==> src/rtl/imem_loader_pkg.sv <==
// Shared types and framing constants for the instruction-memory boot loader.
package imem_loader_pkg;

  typedef enum logic [2:0] {
    S_LEN,
    S_DATA,
    S_CHECK,
    S_HOLD,
    S_RUN,
    S_ERR
  } state_t;

  localparam int LEN_BYTES      = 4;
  localparam int BYTES_PER_WORD = 4;

endpackage

==> src/rtl/imem_loader_if.sv <==
// Host byte link plus IMEM write port, grouped as one bus.
// The loader uses the slave modport; the host/memory side uses master.
interface imem_loader_if #(
  parameter int ADDR_W = 10
);
  logic              in_valid;
  logic [7:0]        in_data;
  logic              in_ready;
  logic              imem_we;
  logic [ADDR_W-1:0] imem_addr;
  logic [31:0]       imem_wdata;

  modport master (
    output in_valid, in_data,
    input  in_ready, imem_we, imem_addr, imem_wdata
  );

  modport slave (
    input  in_valid, in_data,
    output in_ready, imem_we, imem_addr, imem_wdata
  );
endinterface

==> src/rtl/imem_loader_byte_packer.sv <==
// Assembles little-endian 32-bit words from a byte stream. The word output
// is combinational so the loader can register it together with the address.
module byte_packer
  import imem_loader_pkg::*;
(
  input  logic        clk,
  input  logic        clr,
  input  logic        push,
  input  logic [7:0]  din,
  output logic [31:0] word,
  output logic        word_valid
);

  logic [1:0]  idx;
  logic [23:0] sh;

  assign word       = {din, sh};
  assign word_valid = push && (idx == 2'(BYTES_PER_WORD - 1));

  // Byte index and the three lower bytes of the word in progress.
  always_ff @(posedge clk) begin
    if (clr) begin
      idx <= '0;
      sh  <= '0;
    end else if (push) begin
      idx <= idx + 2'd1;
      sh  <= {din, sh[23:8]};
    end
  end

endmodule

==> src/rtl/imem_loader.sv <==
// Boot loader: receives a length-prefixed, XOR-checked program frame, writes
// it into IMEM word by word and keeps the core in reset until it checks out.
//
// state   | meaning
// S_LEN   | collecting the 4 little-endian length bytes
// S_DATA  | collecting data bytes, one IMEM write per completed word
// S_CHECK | waiting for the XOR checksum byte
// S_HOLD  | checksum good, core_rst held for RST_HOLD more cycles
// S_RUN   | core released, IMEM untouched until reload
// S_ERR   | bad length or checksum, core held in reset until reload
module imem_loader
  import imem_loader_pkg::*;
#(
  parameter int ADDR_W   = 10,
  parameter int RST_HOLD = 4
) (
  input  logic            clk,
  input  logic            rst,
  input  logic            reload,
  imem_loader_if.slave    bus,
  output logic            core_rst,
  output logic            load_done,
  output logic            load_err,
  output logic [ADDR_W:0] word_count
);

  localparam int          HW        = (RST_HOLD > 0) ? $clog2(RST_HOLD + 1) : 1;
  localparam logic [31:0] MAX_WORDS = 32'(2 ** ADDR_W);

  state_t            state, state_nx;
  logic              ready;
  logic              accept, restart, len_last, pk_push, pk_valid;
  logic [31:0]       pk_word, len_full;
  logic [1:0]        len_idx;
  logic [23:0]       len_lo;
  logic [ADDR_W:0]   n_words, wc_q, wc_inc;
  logic [7:0]        xacc;
  logic [HW-1:0]     hold_cnt;
  logic              we_q;
  logic [ADDR_W-1:0] addr_q;
  logic [31:0]       wdata_q;

  assign accept   = bus.in_valid && ready;
  assign restart  = reload && ((state == S_RUN) || (state == S_ERR));
  assign len_full = {bus.in_data, len_lo};
  assign len_last = accept && (state == S_LEN) && (len_idx == 2'(LEN_BYTES - 1));
  assign pk_push  = accept && (state == S_DATA);
  assign wc_inc   = wc_q + (ADDR_W + 1)'(1);

  assign bus.in_ready   = ready;
  assign bus.imem_we    = we_q;
  assign bus.imem_addr  = addr_q;
  assign bus.imem_wdata = wdata_q;
  assign word_count     = wc_q;

  byte_packer u_packer (
    .clk        (clk),
    .clr        (rst || restart),
    .push       (pk_push),
    .din        (bus.in_data),
    .word       (pk_word),
    .word_valid (pk_valid)
  );

  // State register.
  always_ff @(posedge clk) begin
    if (rst) state <= S_LEN;
    else     state <= state_nx;
  end

  // Next-state and state-decoded outputs. The last word moves us to S_CHECK
  // on the same edge its strobe is registered, so a checksum byte arriving
  // right behind it is accepted without a stall.
  always_comb begin
    state_nx  = state;
    ready     = 1'b0;
    core_rst  = 1'b1;
    load_done = 1'b0;
    load_err  = 1'b0;
    case (state)
      S_LEN: begin
        ready = 1'b1;
        if (len_last) begin
          if (len_full == '0)            state_nx = S_CHECK;
          else if (len_full > MAX_WORDS) state_nx = S_ERR;
          else                           state_nx = S_DATA;
        end
      end
      S_DATA: begin
        ready = 1'b1;
        if (pk_valid && (wc_inc == n_words)) state_nx = S_CHECK;
      end
      S_CHECK: begin
        ready = 1'b1;
        if (accept) state_nx = (bus.in_data == xacc) ? S_HOLD : S_ERR;
      end
      S_HOLD: begin
        if (hold_cnt == '0) state_nx = S_RUN;
      end
      S_RUN: begin
        core_rst  = 1'b0;
        load_done = 1'b1;
        if (reload) state_nx = S_LEN;
      end
      S_ERR: begin
        load_err = 1'b1;
        if (reload) state_nx = S_LEN;
      end
      default: state_nx = S_LEN;
    endcase
  end

  // Length capture, word counter, checksum accumulator and IMEM write strobe.
  always_ff @(posedge clk) begin
    if (rst || restart) begin
      len_idx <= '0;
      len_lo  <= '0;
      n_words <= '0;
      wc_q    <= '0;
      xacc    <= '0;
      we_q    <= 1'b0;
      addr_q  <= '0;
      wdata_q <= '0;
    end else begin
      we_q <= 1'b0;
      if (accept && (state == S_LEN)) begin
        len_idx <= len_idx + 2'd1;
        len_lo  <= {bus.in_data, len_lo[23:8]};
        if (len_last) n_words <= len_full[ADDR_W:0];
      end
      if (pk_push) xacc <= xacc ^ bus.in_data;
      if (pk_valid) begin
        we_q    <= 1'b1;
        addr_q  <= wc_q[ADDR_W-1:0];
        wdata_q <= pk_word;
        wc_q    <= wc_inc;
      end
    end
  end

  // Post-checksum reset hold timer, a down-counter loaded on entry to S_HOLD.
  always_ff @(posedge clk) begin
    if (rst) begin
      hold_cnt <= '0;
    end else if ((state == S_CHECK) && (state_nx == S_HOLD)) begin
      hold_cnt <= HW'(RST_HOLD);
    end else if ((state == S_HOLD) && (hold_cnt != '0)) begin
      hold_cnt <= hold_cnt - HW'(1);
    end
  end

endmodule
==> src/flat_wrapper.sv <==
// flat-port wrapper written by rule: the top's interface ports become plain ports
module imem_loader_flat import imem_loader_pkg::*;
#(
  parameter int ADDR_W   = 10,
  parameter int RST_HOLD = 4
)
  (clk, rst, reload, core_rst, load_done, load_err, word_count, bus_in_valid, bus_in_data, bus_in_ready, bus_imem_we, bus_imem_addr, bus_imem_wdata);
  imem_loader_if #(.ADDR_W(ADDR_W)) bus_i ();
  input  logic clk;
  input  logic rst;
  input  logic reload;
  output logic core_rst;
  output logic load_done;
  output logic load_err;
  output logic [ADDR_W:0] word_count;
  input wire logic [$bits(bus_i.in_valid)-1:0] bus_in_valid;
  input wire logic [$bits(bus_i.in_data)-1:0] bus_in_data;
  output wire logic [$bits(bus_i.in_ready)-1:0] bus_in_ready;
  output wire logic [$bits(bus_i.imem_we)-1:0] bus_imem_we;
  output wire logic [$bits(bus_i.imem_addr)-1:0] bus_imem_addr;
  output wire logic [$bits(bus_i.imem_wdata)-1:0] bus_imem_wdata;
  assign bus_i.in_valid = bus_in_valid;
  assign bus_i.in_data = bus_in_data;
  assign bus_in_ready = bus_i.in_ready;
  assign bus_imem_we = bus_i.imem_we;
  assign bus_imem_addr = bus_i.imem_addr;
  assign bus_imem_wdata = bus_i.imem_wdata;
  imem_loader #(.ADDR_W(ADDR_W), .RST_HOLD(RST_HOLD)) u_core (.clk(clk), .rst(rst), .reload(reload), .bus(bus_i), .core_rst(core_rst), .load_done(load_done), .load_err(load_err), .word_count(word_count));
endmodule
==> config.mk <==
export PLATFORM = sky130hd
export DESIGN_NAME = imem_loader_flat
export DESIGN_NICKNAME = d
export VERILOG_FILES = /design/src/rtl/imem_loader_pkg.sv /design/src/rtl/imem_loader_if.sv /design/src/rtl/imem_loader_byte_packer.sv /design/src/rtl/imem_loader.sv /design/src/flat_wrapper.sv
export SDC_FILE = /design/constraint.sdc
export NUM_CORES = 1
export LEC_CHECK = 0
export ABC_AREA = 0
export ABC_CLOCK_PERIOD_IN_PS = 3200
export CAP_MARGIN = 20
export CELL_PAD_IN_SITES_DETAIL_PLACEMENT = 1
export CELL_PAD_IN_SITES_GLOBAL_PLACEMENT = 1
export CORE_UTILIZATION = 36
export CTS_CLUSTER_DIAMETER = 50
export DETAILED_ROUTE_END_ITERATION = 6
export GPL_TIMING_DRIVEN = 0
export MAX_ROUTING_LAYER = met4
export PLACE_DENSITY_LB_ADDON = 0.1
export SLEW_MARGIN = 10
export SYNTH_ARGS = -nofsm -noshare
export SYNTH_HDL_FRONTEND = slang
export SYNTH_SLANG_ARGS = --single-unit
export TNS_END_PERCENT = 30
==> constraint.sdc <==
create_clock -name clk -period 3.2 [get_ports clk]
set_input_delay 0.8 -clock clk [delete_from_list [all_inputs] [get_ports clk]]
set_output_delay 0.8 -clock clk [all_outputs]
set_load 0.02 [all_outputs]
### After elaboration in Yosys (flattened, before gate mapping)

Cells that the tools add are included.

* bits in registers: 131
* output and inout bits: 58
* logic and storage cells: 65

* reductions and logical operators: 20
* add/sub/neg operators: 4
* multiplexer cells: 16
* bitwise logic cells: 1
* eq/ne operators: 10
* order comparisons: 1

Operators by type and width (count)
* $gt A32 B11 Y1 const B: 1
* $logic_not A32 Y1: 1
* $mux W3: 10
* $pmux W3 S5: 1
* $add A11 B1 Y11 const B: 1
* $eq A11 B11 Y1: 1
* $eq A3 B2 Y1 const B: 3
* $logic_and A1 B1 Y1: 9
* $eq A8 B8 Y1: 1
* $xor A8 B8 Y8: 1
* $eq A3 B3 Y1 const B: 2
* $logic_not A3 Y1: 2
* $mux W1: 5
* $add A2 B1 Y2 const B: 2
* $eq A2 B2 Y1 const B: 2
* $reduce_or A2 Y1: 2
* $eq A3 B1 Y1 const B: 1
* $reduce_bool A3 Y1: 1
* $reduce_or A3 Y1: 1
* $sub A3 B1 Y3 const B: 1
* $logic_or A1 B1 Y1: 2
* $reduce_and A2 Y1: 1
* $reduce_bool A2 Y1: 1

### Logic depth before layout (Yosys ltp)

* depth in word-level cells: 12
* gate-level depth with buffers: 9
* depth with buffers taken out: 8

### Hierarchy

Synthesis repeated with hierarchy kept, for this count alone.

* cell total of the unflattened synthesis: 613
* area, all modules: 5574.1 µm²

Modules (own cells, without submodules)
* imem_loader: area an instance 4550.6 µm², times used 1, cells an instance 519, sequential area each 2102.0 µm²
* byte_packer: area an instance 1023.5 µm², times used 1, cells an instance 94, sequential area each 520.5 µm²

### Least setup slack after synthesis

No wires, ideal clock.

* kind: reg2reg
* from: register u_core.wc_q[0] (netlist: u_core.word_count[0])
* to: register u_core.state[0]
* required time: 3.083 ns
* arrival time: 2.283 ns
* setup slack: 0.800 ns
* cell stages (with the launch flop): 8
* setup time: 0.117 ns
* path buffers: 0
* path through: dfxtp_1 > ha_1 > nand3_4 > nor3_4 > a311oi_1 > a311o_1 > or4_1 > a22o_1

* longest elaborated chain between the ends: 5

RTL lines
* start, declared: RTL line imem_loader.sv:36 `logic [ADDR_W:0] n_words, wc_q, wc_inc;`
* start signal, assigned: RTL line imem_loader.sv:136 `wc_q <= wc_inc;`
* $add A11 B1 Y11: RTL line imem_loader.sv:48 `assign wc_inc = wc_q + (ADDR_W + 1)'(1);`
* $eq A11 B11 Y1: RTL line imem_loader.sv:91 `if (pk_valid && (wc_inc == n_words)) state_nx = S_CHECK;`
* $logic_and A1 B1 Y1: RTL line imem_loader.sv:91
* $mux W3: RTL line imem_loader.sv:91
* $pmux W3 S5: RTL line imem_loader.sv:80 `case (state)`
* end signal, assigned: RTL line imem_loader.sv:68 `else state <= state_nx;`
* end, declared: RTL line imem_loader.sv:30 `state_t state, state_nx;`

Every way passes these cells.
A chain may end at the register's enable or synchronous reset.

### Worst setup path in the final report

* from: register u_core.state[2]
* to: output port load_done

* longest elaborated chain between the ends: 2

RTL lines
* $eq A3 B3 Y1: RTL line imem_loader.sv:80
* $mux W1: RTL line imem_loader.sv:80
* end, declared: RTL line flat_wrapper.sv:13 `output logic load_done;`

Every way passes these cells.

==> metrics.md <==
| Metric | Value |
|---|---|
| Outcome | complete, no violations |
| Most frequent cell after synthesis | nand2_1 |
| LEAKAGE | 0.002312 uW |
| Clock share of power | 51.6% |
| Unrepaired setup endpoints after global routing | false |
| Max Cap Viol | 0 |
| Die width | 123.7 microns |
| Global-route wire length before repair | 24810 microns |
| Worst Hold Class | reg -> reg |
| Share of the yosys chip area belonging to registers | 49.17% |
| Buffer depth of the longest clock path | 2 |
| Ports | 70 |
| Crit. End Element | output pin |
| Met2 wire len | 7597 microns |
| Hpwl dp | 11030 microns |
| Via Count | 4856 |
| Hold Path Cell Cnt | 2 |
| Total track usage | 21.82% |
| Final worst-path cycle share | 90.59% |
| Die Y | 123.7 microns |
| Achievable Freq | 345.0 MHz |
| Clk slew on worst S/H paths | 0.05 ns |
| Yosys top cell by area | dfxtp_1 |
| Clk_lat worst skew | 0.41 ns |
| Post-Route WL | 15200 microns |
| Synth area leaders | dfxtp_1 (49%), nand2_1 (15%), a21oi_1 (10%) |
| CTS tree | done |
| Setup TNS | 0 ns |
| Mean Syn Cell Area | 7.949 sq um |
| Compound-gate portion of the synthesized area | 13.77% |
| Routability congestion estimate from global placement | 0.7988 |
| Largest net degree at the start of global routing | 17 |
| Peak VDD IR | 0.3633 mV |
| Flop pwr share | 44.8% |
| Initial antenna violation count | 0 |
| Port-buffer cells | 69 |
| Final clock skew | 0.008552 ns |
| Async set or reset register ratio after synthesis | 0% |
| Pwr per Cell Area | 541.9 nW/um^2 |
| Htree depth | 4 |
| Startpoint types | flip-flop |
| M1 wire length | 7098 microns |
| DR WL met3 | 408 microns |
| Mux cell area share after synthesis | 0.1877% |
| Critical path type | reg -> out |
| Vias in the first global route | 4962 |
| Worst rel slew slack | 56.60% |
| Internal power | 2912 uW |
| Measured slew at the worst slew-check pin | 0.6422 ns |
| Worst Path Required | 2.40 ns |
| R2r worst-path depth | 7 |
| NetSw | 797.1 uW |
| Layout cells sized above 1 | 5.829% |
| Commonest cells post-synth | nand2_1 (214), dfxtp_1 (131), a21oi_1 (110) |
| Syn nets | 688 |
| Number of diodes | 0 |
| Yosys top cell area share | 49.17% |
| WP data arrival | 2.10 ns |
| CTS Hold Bufs | 0 |
| XOR/XNOR Fraction of Synth Area | 6.568% |
| DRT iter0 DRCs | 195 |
| Global route overflow | 0 |
| Core Area | 14480 sq um |
| Number of synthesized flops with an enable pin | 0 |
| Placed cell areas | 6255 sq um |
| Post-route cell area | 6844 sq um |
| Setup bufs post-CTS | 0 |
| Sw Ratio | 21.49% |
| Sequential cell area | 2623 sq um |
| # rows | 44 |
| Area of the multi-input gates | 2485 sq um |
| CTS root buf | clkbuf_16 |
| Synthesis Warnings | 0 |
| Post_cts resized | 0 |
| First drt pass iteration count | 4 |
| Synth Area in Simple Gates | 24.89% |
| Adder-Cell Fraction of Synth Area | 1.173% |
| ANT nets after route | 0 |
| Primary FF master, synth | dfxtp_1 |
| Final hold viol count | 0 |
| Layout area overhead | 28.31% |
| Mapped cell area | 5334 sq um |
| Layout fillers | 1765 |
| Max-slew violations | 0 |
| DR vias/cell | 5.079 |
| TritonCTS Buffers | 17 |
| Top Metal Used | met4 |
| Logic gate share of total power | 3.6% |
| Max Fanout on Critical Path | 10 |
| Final Setup Violations | 0 |
| Post-synthesis register bit count | 131 |
| Nets | 776 |
| Post-layout min period | 2.899 ns |
| Largest family of logic cells by synthesized area | simple AND/OR/NAND/NOR gates |
| Fin util | 47.27% |
| Initial core utilization | 36.84% |
| Clock Sinks | 131 |
| Wirelength per Cell | 15.90 microns |
| Yosys cell types | 49 |
| Die area | 15310 sq um |
| Residual DRC | 0 |
| Post-Synthesis Cells | 671 |
[power by group through the flow]
| stage | clock, uW | combinational, uW | sequential [uW] |
|---|---|---|---|
| global route | 2030 | 151 | 1660 |
| finish | 1910 | 134 | 1660 |
| CTS | 1950 | 136 | 1660 |
| floorplan | 0 | 79.8 | 1690 |
| global placement | 0 | 131 | 1700 |
| detailed placement | 0 | 135 | 1700 |
[registers in the layout, indices dropped and copies added (netlist names)]
name / count
u_core.bus.imem_wdata: 32
u_core.len_lo: 24
u_core.u_packer.sh: 24
u_core.n_words: 11
u_core.word_count: 11
u_core.bus.imem_addr: 10
u_core.xacc: 8
u_core.hold_cnt: 3
u_core.state: 3
u_core.len_idx: 2
u_core.u_packer.idx: 2
u_core.bus.imem_we: 1
[layout by cell type (no fill, tap or decap), drive strengths merged, types with 2 or more instances in the layout]
| cell | n |
|---|---|
| nor2b | 5 |
| clkinvlp | 2 |
| nand3 | 17 |
| nand4b | 2 |
| nor4b | 2 |
| a21oi | 110 |
| clkdlybuf4s50 | 69 |
| nand2b | 3 |
| ha | 5 |
| nand2 | 215 |
| nor2 | 27 |
| xor2 | 17 |
| clkinv | 6 |
| o21ai | 8 |
| a31oi | 2 |
| bufinv | 2 |
| a211oi | 3 |
| and2 | 3 |
| xnor2 | 23 |
| nor4 | 8 |
| or3 | 2 |
| inv | 7 |
| buf | 20 |
| nand4 | 6 |
| a311oi | 4 |
| dfxtp | 131 |
| clkbuf | 51 |
| nor3 | 4 |
[metal layers]
layer / vias to the layer above / track usage, %
li1: 2414 / -
met1: 2358 / 26.61
met2: 78 / 36.18
met3: 6 / 4.762
met4: 0 / 6.099
met5: - / -
[per-stage QoR]
step	std cells	hold slack, ns	setup slack, ns	power (uW)
2_1_floorplan	671	0.4321	0.7999	1772
3_3_place_gp	924	0.4438	-0.1166	1827
3_5_place_dp	924	0.4480	-0.1396	1831
4_1_cts	956	0.4564	0.2900	3747
5_1_grt	956	0.4768	0.1033	3839
6_report	956	0.4527	0.3010	3709
[critical path, cell delays in order (launching register included)]
cell and delay [ns]:
dfxtp_1 0.35, clkbuf_1 0.31, nor2b_1 0.26, nand2b_1 0.10, inv_1 0.06, clkdlybuf4s50_1 0.59
[kinds of logic (layout without fill, tap and decap cells)]
group	Yosys count	after routing
mux	1	1
xor+xnor	40	40
simple gates	303	303
fa+ha+maj	5	5
compound gates	135	135
buf+inv	56	157
flops	131	131
[area by class of cell]
type	count	area share (%)
Inverter	7	0.3839
Clock inverter	10	1.536
Clock buffer	22	7.075
Sequential cell	131	38.32
Tap cell	184	3.364
Multi-Input combinational cell	484	36.31
Timing Repair Buffer	69	10.09
Buffer	49	2.925
[final timing paths]
path | from | to | slack (ns)
worst max-delay path | u_core.state[2]$_SDFF_PP0_ | load_done | 0.30
worst min-delay path | u_core.u_packer.sh[2]$_SDFFE_PP0P_ | u_core.bus.imem_wdata[2]$_SDFFE_PP0P_ | 0.45
worst min register to register | u_core.u_packer.sh[2]$_SDFFE_PP0P_ | u_core.bus.imem_wdata[2]$_SDFFE_PP0P_ | 0.45
worst max register to register | u_core.word_count[0]$_SDFFE_PP0P_ | u_core.state[0]$_SDFF_PP0_ | 0.47
Power figures use the tool's default switching activity.
